$ cat src/rtl/cw305_reg_initiator_pkg.sv
// Shared types and constants for the CW305 register-bus initiator.
package cw305_reg_initiator_pkg;

  localparam int ADDR_WIDTH_DEFAULT   = 21;
  localparam int BYTECNT_SIZE_DEFAULT = 7;
  localparam int READ_LATENCY_DEFAULT = 1;

  // Register address field width: full bus address minus the byte-count bits.
  localparam int REG_ADDR_WIDTH = ADDR_WIDTH_DEFAULT - BYTECNT_SIZE_DEFAULT;

  localparam logic CMD_READ  = 1'b0;
  localparam logic CMD_WRITE = 1'b1;

  typedef enum logic [2:0] {
    S_IDLE,
    S_WR_DATA,
    S_WR_STROBE,
    S_RD_STROBE,
    S_RD_WAIT,
    S_RD_HOLD
  } state_t;

endpackage

$ cat src/rtl/cw305_reg_initiator.sv
// Master side of the CW305 register bus: turns one command (address, length,
// direction) into a burst of per-byte strobes with an incrementing byte index.
// Write bytes arrive on a valid/ready stream, read bytes leave on another.
module cw305_reg_initiator
  import cw305_reg_initiator_pkg::*;
#(
  parameter int pADDR_WIDTH   = ADDR_WIDTH_DEFAULT,
  parameter int pBYTECNT_SIZE = BYTECNT_SIZE_DEFAULT,
  parameter int pREAD_LATENCY = READ_LATENCY_DEFAULT
) (
  input  logic                                 usb_clk,
  input  logic                                 reset_n,
  input  logic                                 cmd_valid,
  output logic                                 cmd_ready,
  input  logic                                 cmd_write,
  input  logic [pADDR_WIDTH-pBYTECNT_SIZE-1:0] cmd_addr,
  input  logic [pBYTECNT_SIZE:0]               cmd_len,
  input  logic                                 wdata_valid,
  output logic                                 wdata_ready,
  input  logic [7:0]                           wdata,
  output logic                                 rdata_valid,
  input  logic                                 rdata_ready,
  output logic [7:0]                           rdata,
  output logic                                 rdata_last,
  output logic                                 busy,
  output logic                                 done,
  output logic [pADDR_WIDTH-pBYTECNT_SIZE-1:0] reg_address,
  output logic [pBYTECNT_SIZE-1:0]             reg_bytecnt,
  output logic [7:0]                           write_data,
  input  logic [7:0]                           read_data,
  output logic                                 reg_read,
  output logic                                 reg_write,
  output logic                                 reg_addrvalid
);

  localparam int         AW       = pADDR_WIDTH - pBYTECNT_SIZE;
  localparam int         BW       = pBYTECNT_SIZE;
  localparam logic [1:0] LAT_INIT = 2'(pREAD_LATENCY);
  localparam logic [BW:0] CNT_ONE = {{BW{1'b0}}, 1'b1};

  state_t          state_q, state_d;
  logic [AW-1:0]   addr_q, addr_d;
  // Length and byte counter carry one extra bit so a full 2^BW burst fits.
  logic [BW:0]     len_q, len_d;
  logic [BW:0]     cnt_q, cnt_d, cnt_inc;
  logic [1:0]      lat_q, lat_d;
  logic            is_last;
  logic            done_d;
  logic [7:0]      rdata_d, write_data_d;
  logic [AW-1:0]   reg_address_d;
  logic [BW-1:0]   reg_bytecnt_d;

  // Handshake readies decode the state register only, never an input.
  assign cmd_ready   = (state_q == S_IDLE);
  assign wdata_ready = (state_q == S_WR_DATA);
  assign cnt_inc     = cnt_q + CNT_ONE;
  assign is_last     = (cnt_q == len_q - CNT_ONE);

  // Next-state and next-output logic for the burst sequencer.
  always_comb begin
    // NOTE: every signal gets a default first so no path through the case leaves it unassigned (no latch).
    state_d       = state_q;
    addr_d        = addr_q;
    len_d         = len_q;
    cnt_d         = cnt_q;
    lat_d         = lat_q;
    rdata_d       = rdata;
    write_data_d  = write_data;
    reg_address_d = reg_address;
    reg_bytecnt_d = reg_bytecnt;
    done_d        = 1'b0;

    unique case (state_q)
      S_IDLE: begin
        if (cmd_valid) begin
          addr_d = cmd_addr;
          len_d  = cmd_len;
          cnt_d  = '0;
          if (cmd_len == '0) begin
            done_d = 1'b1;
          end else if (cmd_write == CMD_WRITE) begin
            state_d = S_WR_DATA;
          end else begin
            reg_address_d = cmd_addr;
            reg_bytecnt_d = '0;
            state_d       = S_RD_STROBE;
          end
        end
      end

      S_WR_DATA: begin
        if (wdata_valid) begin
          write_data_d  = wdata;
          reg_address_d = addr_q;
          reg_bytecnt_d = cnt_q[BW-1:0];
          state_d       = S_WR_STROBE;
        end
      end

      S_WR_STROBE: begin
        if (is_last) begin
          done_d  = 1'b1;
          state_d = S_IDLE;
        end else begin
          cnt_d   = cnt_inc;
          state_d = S_WR_DATA;
        end
      end

      S_RD_STROBE: begin
        lat_d   = LAT_INIT;
        state_d = S_RD_WAIT;
      end

      // Capture happens at the end of the cycle pREAD_LATENCY after the strobe.
      S_RD_WAIT: begin
        if (lat_q == 2'd1) begin
          rdata_d = read_data;
          state_d = S_RD_HOLD;
        end else begin
          lat_d = lat_q - 2'd1;
        end
      end

      S_RD_HOLD: begin
        if (rdata_ready) begin
          if (is_last) begin
            done_d  = 1'b1;
            state_d = S_IDLE;
          end else begin
            cnt_d         = cnt_inc;
            reg_bytecnt_d = cnt_inc[BW-1:0];
            state_d       = S_RD_STROBE;
          end
        end
      end

      default: state_d = S_IDLE;
    endcase
  end

  // State and registered outputs; strobes are decoded from the next state so
  // they appear in the same cycle the sequencer occupies the strobe state.
  // NOTE: non-blocking assignments here so every register samples pre-edge values.
  always_ff @(posedge usb_clk or negedge reset_n) begin
    if (!reset_n) begin
      state_q       <= S_IDLE;
      addr_q        <= '0;
      len_q         <= '0;
      cnt_q         <= '0;
      lat_q         <= '0;
      rdata         <= '0;
      rdata_valid   <= 1'b0;
      rdata_last    <= 1'b0;
      write_data    <= '0;
      reg_address   <= '0;
      reg_bytecnt   <= '0;
      reg_read      <= 1'b0;
      reg_write     <= 1'b0;
      reg_addrvalid <= 1'b0;
      busy          <= 1'b0;
      done          <= 1'b0;
    end else begin
      state_q       <= state_d;
      addr_q        <= addr_d;
      len_q         <= len_d;
      cnt_q         <= cnt_d;
      lat_q         <= lat_d;
      rdata         <= rdata_d;
      rdata_valid   <= (state_d == S_RD_HOLD);
      rdata_last    <= (state_d == S_RD_HOLD) && is_last;
      write_data    <= write_data_d;
      reg_address   <= reg_address_d;
      reg_bytecnt   <= reg_bytecnt_d;
      reg_read      <= (state_d == S_RD_STROBE);
      reg_write     <= (state_d == S_WR_STROBE);
      reg_addrvalid <= (state_d == S_RD_STROBE) || (state_d == S_WR_STROBE);
      busy          <= (state_d != S_IDLE);
      done          <= done_d;
    end
  end

endmodule

$ cat config.mk
export PLATFORM = sky130hd
export DESIGN_NAME = cw305_reg_initiator
export DESIGN_NICKNAME = d
export VERILOG_FILES = /design/src/rtl/cw305_reg_initiator_pkg.sv /design/src/rtl/cw305_reg_initiator.sv
export SDC_FILE = /design/constraint.sdc
export NUM_CORES = 1
export LEC_CHECK = 0
export BUFFER_PORTS_ARGS = -buffer_cell sky130_fd_sc_hd__buf_2
export CORE_MARGIN = 2
export CORE_UTILIZATION = 48
export DETAILED_ROUTE_END_ITERATION = 7
export GPL_TIMING_DRIVEN = 0
export HOLD_SLACK_MARGIN = 0.05
export PLACE_DENSITY = 0.86
export SLEW_MARGIN = 25
export SYNTH_ARGS = -nofsm -noshare
export SYNTH_HDL_FRONTEND = slang
export SYNTH_SLANG_ARGS = --single-unit
$ cat constraint.sdc
create_clock -name usb_clk -period 2.5 [get_ports usb_clk]
set_input_delay 0.5 -clock usb_clk [delete_from_list [all_inputs] [get_ports usb_clk]]
set_output_delay 0.5 -clock usb_clk [all_outputs]
set_load 0.01 [all_outputs]
==> results.cfg, run 1 <==
[status]
outcome = completed

[critical_path]
cp.required_ns = 2.74
slowest_delay_ns = 0.45
start_kind = flop
critPathSlowestCell = dfrtp_1
path_max_fanout = 7
critPathKind = reg2reg
crit_arrival_ns = 2.65
cp-end-kind = flop
path_buf_inv = 1
path_cells = nor4_4, a211oi_1, a311o_1, o211a_4, o21a_4, inv_4, mux2_2
path_delay_family = compound AO/OA/AOI/OAI gates

[yosys]
syn_inst = 374
synthArstFlopShare = 1.00
ys_types = 51
synth-edff-count = 0
syn_area_mm2 = 0.00375
synth-seq-area-share = 0.527
synthFlopType = dfrtp_1
avgSynthCellArea_um2 = 10.0
synth_fp_nets = 421
yosys_register_bits = 79
yosys_warnings = 0

[floorplanning]
core_area_mm2 = 0.00765
rows = 32
start_util = 0.491
design.die.area_mm2 = 0.00854
die_h_um = 92.4
dieWidth_um = 92.4
pin_count = 90

[drt]
drcViolationCount = 0
viasPerCell = 5.33
drt_iter0_drc = 262
ant_nets = 0
firstDrtPassIters = 4
wl_um = 8740
vias = 3123
wl_per_cell_um = 14.9

[placed_design]
placed_cell_area_mm2 = 0.00436
hpwl_um = 6340
place_congestion = 0.910
dp.cells = 566
portBuffers = 89

[cts]
clock_latency_ns = 0.35
cts_tree = yes
clockRootBuffer = clkbuf_8
clockBufferDepth = 2
cts-buffers-inserted = 9
clock_sinks = 79
clkTransAtPathRegs_ns = 0.09
htreeDepth = 3

[job]
maxCapViolCount = 0

[final_layout]
syn_to_final_growth_pct = 24.8
drive_above_1_share = 0.320
final_area_mm2 = 0.00468
fin_nets = 526
final-instance-count-excl-fill = 586
diodes = 0

[sta]
fin_setup_tns_ns = 0
max_slew_margin = 0.396
fin_crit_ns = 2.42
setup_viol = 0
rsz0062_at_grt = false
finClkSkew_ns = 0.00964
min_period_over_period = 0.967
finalHoldWorstSlack_ns = 0.352
tightest_slew_ns = 0.898
fmax_mhz = 414
report.final.slew_viol_count = 0
hold_violations = 0

[global_routing]
grt_pass1_wl_um = 14200
grt_antenna_before_repair = 0
grt_pass1_vias = 3080
grt_overflow = 0
grt_use_total = 0.211
grt_max_degree = 56

[power]
p_total_w = 0.00552
power_leakage_nw = 2.32
vdd.ir_drop.worst_mv = 0.759
powerDensity_mw_per_mm2 = 1180

[worst_hold_path]
hold_class = in2reg
synth_stat cells, types with 3 or more instances:
cell type  count  share of area
nor4_1         4         0.0067
xnor2_1        8          0.019
and3_1         6          0.010
ha_1           3          0.010
nor2_1        18          0.018
nand2_1       92          0.092
o21ai_0       26          0.035
dfrtp_1       79           0.53
and2_1         3         0.0050
a21oi_1        8          0.011
mux2i_1       15          0.040
mux2_2        21          0.063
a31oi_1        4         0.0067
nand2b_1       6          0.010
a22o_1         3         0.0070
inv_1          8         0.0080
clkbuf_1      12          0.012
nand3_1        4         0.0053
buf_2          3         0.0040
nor3_1         6         0.0080
xor2_1         7          0.016
worst register-to-register path, cell delays in order, from the launching register on:
cell,delay [ns]
dfrtp_1,0.45
nor4_4,0.39
a211oi_1,0.12
a311o_1,0.36
o211a_4,0.30
o21a_4,0.26
inv_4,0.09
mux2_2,0.34
metal layers:
layer | GRT usage | vias up | routed length [µm]
li1 | - | 1505 | -
met1 | 0.265 | 1503 | 3610
met2 | 0.351 | 98 | 4390
met3 | 0.0464 | 17 | 567
met4 | 0.0933 | 0 | 172
met5 | 0 | - | 0
placed cells by master (no fill, tap or decap), types with 2 or more instances in the layout:
cell       count
nand4_1        2
o2bb2ai_1      2
mux2i_1       15
and2_1         3
dfrtp_2        2
inv_1          8
a211oi_1       2
a2111oi_2      2
xnor2_1        8
nor2_1        17
xor2_1         7
o31ai_1        2
nand3_1        4
and3b_1        2
buf_4          8
o21ai_0       25
buf_2         89
nand2b_1       6
a22o_1         3
ha_1           3
bufinv_16      2
mux2_2        21
or4_1          2
and3_1         6
a21oi_1        7
a21o_1         2
nor3_2         2
clkbuf_2       3
clkbuf_1       8
a31oi_1        4
nor4_1         4
o211ai_1       2
clkbuf_8      10
nand2_1       92
nor3_1         5
dfrtp_1       77
sequential cells by signal, summed over array words and instances (netlist names), 2 cells and up:
name         cells
addr_q          14
reg_address     14
cnt_q            8
len_q            8
rdata            8
write_data       8
reg_bytecnt      7
state_q          3
lat_q            2
repair_timing:
action	in CTS	in global routing
setup endpoints to repair	24	28
endpoints found under the hold margin	24	0
pin swaps	1	3
gates resized for setup	15	6
hold buffers	1	0
setup buffers	0	4
cells by family (layout without fill, tap and decap cells):
family | after synthesis | after routing | share of synthesized area
compound gates | 63 | 63 | 0.111
xor+xnor | 15 | 15 | 0.0350
fa+ha+maj | 3 | 3 | 0.0100
buf+inv | 27 | 137 | 0.0303
flops | 79 | 79 | 0.527
mux | 36 | 36 | 0.103
simple gates | 151 | 151 | 0.184
area by class of cell:
type / instances / area (µm²)
fillers: 600 / 2970
flip-flops and latches: 79 / 1980
multi-input cells: 268 / 1710
repair buffers: 95 / 515
clock buffers: 10 / 138
well taps: 102 / 128
clock inverters: 6 / 92.6
plain buffers: 17 / 87.6
inverters: 9 / 36.3
power breakdown:
group / leakage (nW) / total, W / internal [W] / switching (W)
clock: 0.114 / 0.00110 / 0.000597 / 0.000498
combinational: 1.21 / 0.00234 / 0.00102 / 0.00132
sequential: 0.997 / 0.00209 / 0.00176 / 0.000327
total: 2.32 / 0.00552 / 0.00337 / 0.00215
per-stage QoR:
stage,utilization,setup slack [ns]
2_1_floorplan,-,0.130
3_3_place_gp,0.566,-0.150
3_5_place_dp,0.570,-0.195
4_1_cts,0.607,0.00270
5_1_grt,0.612,0.0159
6_report,0.612,0.0829
final timing paths:
check	start	endpoint	slack, ns	cells after the start
max	len_q[5]	reg_bytecnt[6]	0.08	7
min	cmd_len[4]	len_q[4]	0.35	3
max reg2reg	len_q[5]	reg_bytecnt[6]	0.08	7
min reg2reg	addr_q[5]	addr_q[5]	0.48	2
max in group asynchronous	reset_n	len_q[3]	1.31	3
min in group asynchronous	reset_n	rdata[6]	0.61	2
Power figures use the tool's default switching activity.
==> run 2, diff against run 1 <==
- CAP_MARGIN: default -> 30
- RECOVER_POWER: default -> 100
==> run 2 against run 1 <==
Effect of this change:
- critical path depth stayed put
- via count is 0.90% lower
- register-to-register slack hardly changed
- non-clock buffer count stayed put
- sequential power hardly changed
- design area is 1.7% lower
- sequential share of layout area is 0.72 points higher
- count of clock-buffer cells in the layout stayed put
- cell count stayed put
- fmax is 0.12% higher
- critical endpoint unchanged
- largest cell class unchanged
- largest power group unchanged
==> results.cfg, run 2 (synthesis gave the netlist of run 1 again) <==
[status]
outcome = completed

[drt]
wl_um = 8720
wl_per_cell_um = 14.9
vias = 3095
drcViolationCount = 0
drt_iter0_drc = 204
ant_nets = 0
viasPerCell = 5.28
firstDrtPassIters = 4

[worst_hold_path]
hold_class = in2reg
hp-start = cmd_len[4]

[sta]
finClkSkew_ns = 0.00850
finalHoldWorstSlack_ns = 0.351
report.final.slew_viol_count = 0
max_slew_margin = 0.129
fin_crit_ns = 2.41
rsz0062_at_grt = false
min_period_over_period = 0.966
hold_violations = 0
finalWorstSetupSlack_ns = 0.0856
setup_viol = 0
fmax_mhz = 414
tightest_slew_ns = 1.31

[final_layout]
final_common_cell = nand2_1
final_cell_mix = nand2_1, dfrtp_1, clkbuf_1
drive_above_1_share = 0.225
syn_to_final_growth_pct = 22.7
fin_nets = 526
largestRegisters = addr_q x14, reg_address x14
final-instance-count-excl-fill = 586
diodes = 0
fillers = 637

[placed_design]
dpl_worst_slack_ns = -0.195
dp.cells = 566
hpwl_um = 6340
portBuffers = 89
place_congestion = 0.910

[global_routing]
grt_max_degree = 56
grt_pass1_wl_um = 14200
grt_antenna_before_repair = 0
grt_overflow = 0
grt_pass1_vias = 3080
grt_use_total = 0.211

[cts]
clock_sinks = 79
clockBufferDepth = 2
cts_tree = yes
clkTransAtPathRegs_ns = 0.09
htreeDepth = 3
clock_latency_ns = 0.35
cts-buffers-inserted = 9
clockRootBuffer = clkbuf_8

[critical_path]
r2r_start = len_q[5]
critPathKind = reg2reg
crit_start = len_q[5]
path_max_fanout = 7
cp-end-kind = flop
cp.required_ns = 2.73
start_kind = flop
crit_arrival_ns = 2.65

[power]
p_switching_w = 0.00216
powerDensity_mw_per_mm2 = 1180
switching_share = 0.396
power.internal_w = 0.00329
vdd.ir_drop.worst_mv = 0.759
sequentialPowerShare = 0.384
power_leakage_nw = 2.16
p_clk_frac = 0.202
pwr-share-comb = 0.414

[floorplanning]
core_area_mm2 = 0.00765
rows = 32
start_util = 0.491
pin_count = 90
dieWidth_um = 92.4
design.die.area_mm2 = 0.00854
die_h_um = 92.4

[job]
maxCapViolCount = 0
run 2: worst paths after layout:
check                      cells after the start             end  slack, ns
max                                            7  reg_bytecnt[6]       0.09
min                                            3        len_q[4]       0.35
max reg2reg                                    7  reg_bytecnt[6]       0.09
min reg2reg                                    2       addr_q[5]       0.49
max in group asynchronous                      3        len_q[0]       0.40
min in group asynchronous                      2        rdata[6]       0.98
run 2: final cells by class:
cell class                      instances  area (µm²)  share of cell area
Tap cell                              102         128              0.0277
Multi-Input combinational cell        268        1710               0.370
Clock buffer                           10         138              0.0299
Sequential cell                        79        1980               0.430
Inverter                                9        36.3             0.00788
Buffer                                 17        85.1              0.0185
Clock inverter                          6        92.6              0.0201
Timing Repair Buffer                   95         439              0.0954
run 2: power by group through the flow:
stage | Combinational (W) | Clock (W) | Sequential, W
2_1_floorplan | 0.00137 | 0 | 0.00217
3_3_place_gp | 0.00212 | 0 | 0.00206
3_5_place_dp | 0.00221 | 0 | 0.00209
4_1_cts | 0.00228 | 0.00111 | 0.00208
5_1_grt | 0.00249 | 0.00117 | 0.00215
6_report | 0.00225 | 0.00110 | 0.00209
run 2: worst max-delay path: stages (launching register included):
cell	delay (ns)
dfrtp_1	0.45
nor4_4	0.38
a211oi_1	0.12
a311o_1	0.36
o211a_4	0.30
o21a_4	0.26
inv_4	0.09
mux2_2	0.34
run 2: per-stage QoR:
step	instance area (µm²)	setup TNS (ns)	utilization	power, W
2_1_floorplan	3750	0	-	0.00355
3_3_place_gp	4330	-1.98	0.566	0.00418
3_5_place_dp	4360	-2.75	0.570	0.00430
4_1_cts	4640	0	0.607	0.00547
5_1_grt	4600	0	0.602	0.00581
6_report	4600	0	0.602	0.00545
run 2: per-layer routing:
metal  up-vias  wire [µm]  GRT usage
li1       1501          -          -
met1      1491       3750      0.265
met2        87       4370      0.351
met3        16        427     0.0464
met4         0        176     0.0933
met5         -          0          0
run 2: timing repair:
action,4_1_cts,5_1_grt
buffers inserted,0,4
pin swaps,1,3
endpoints found under the hold margin,24,0
gates resized for setup,15,6
hold buffers,1,0
endpoints found under the setup margin,24,28
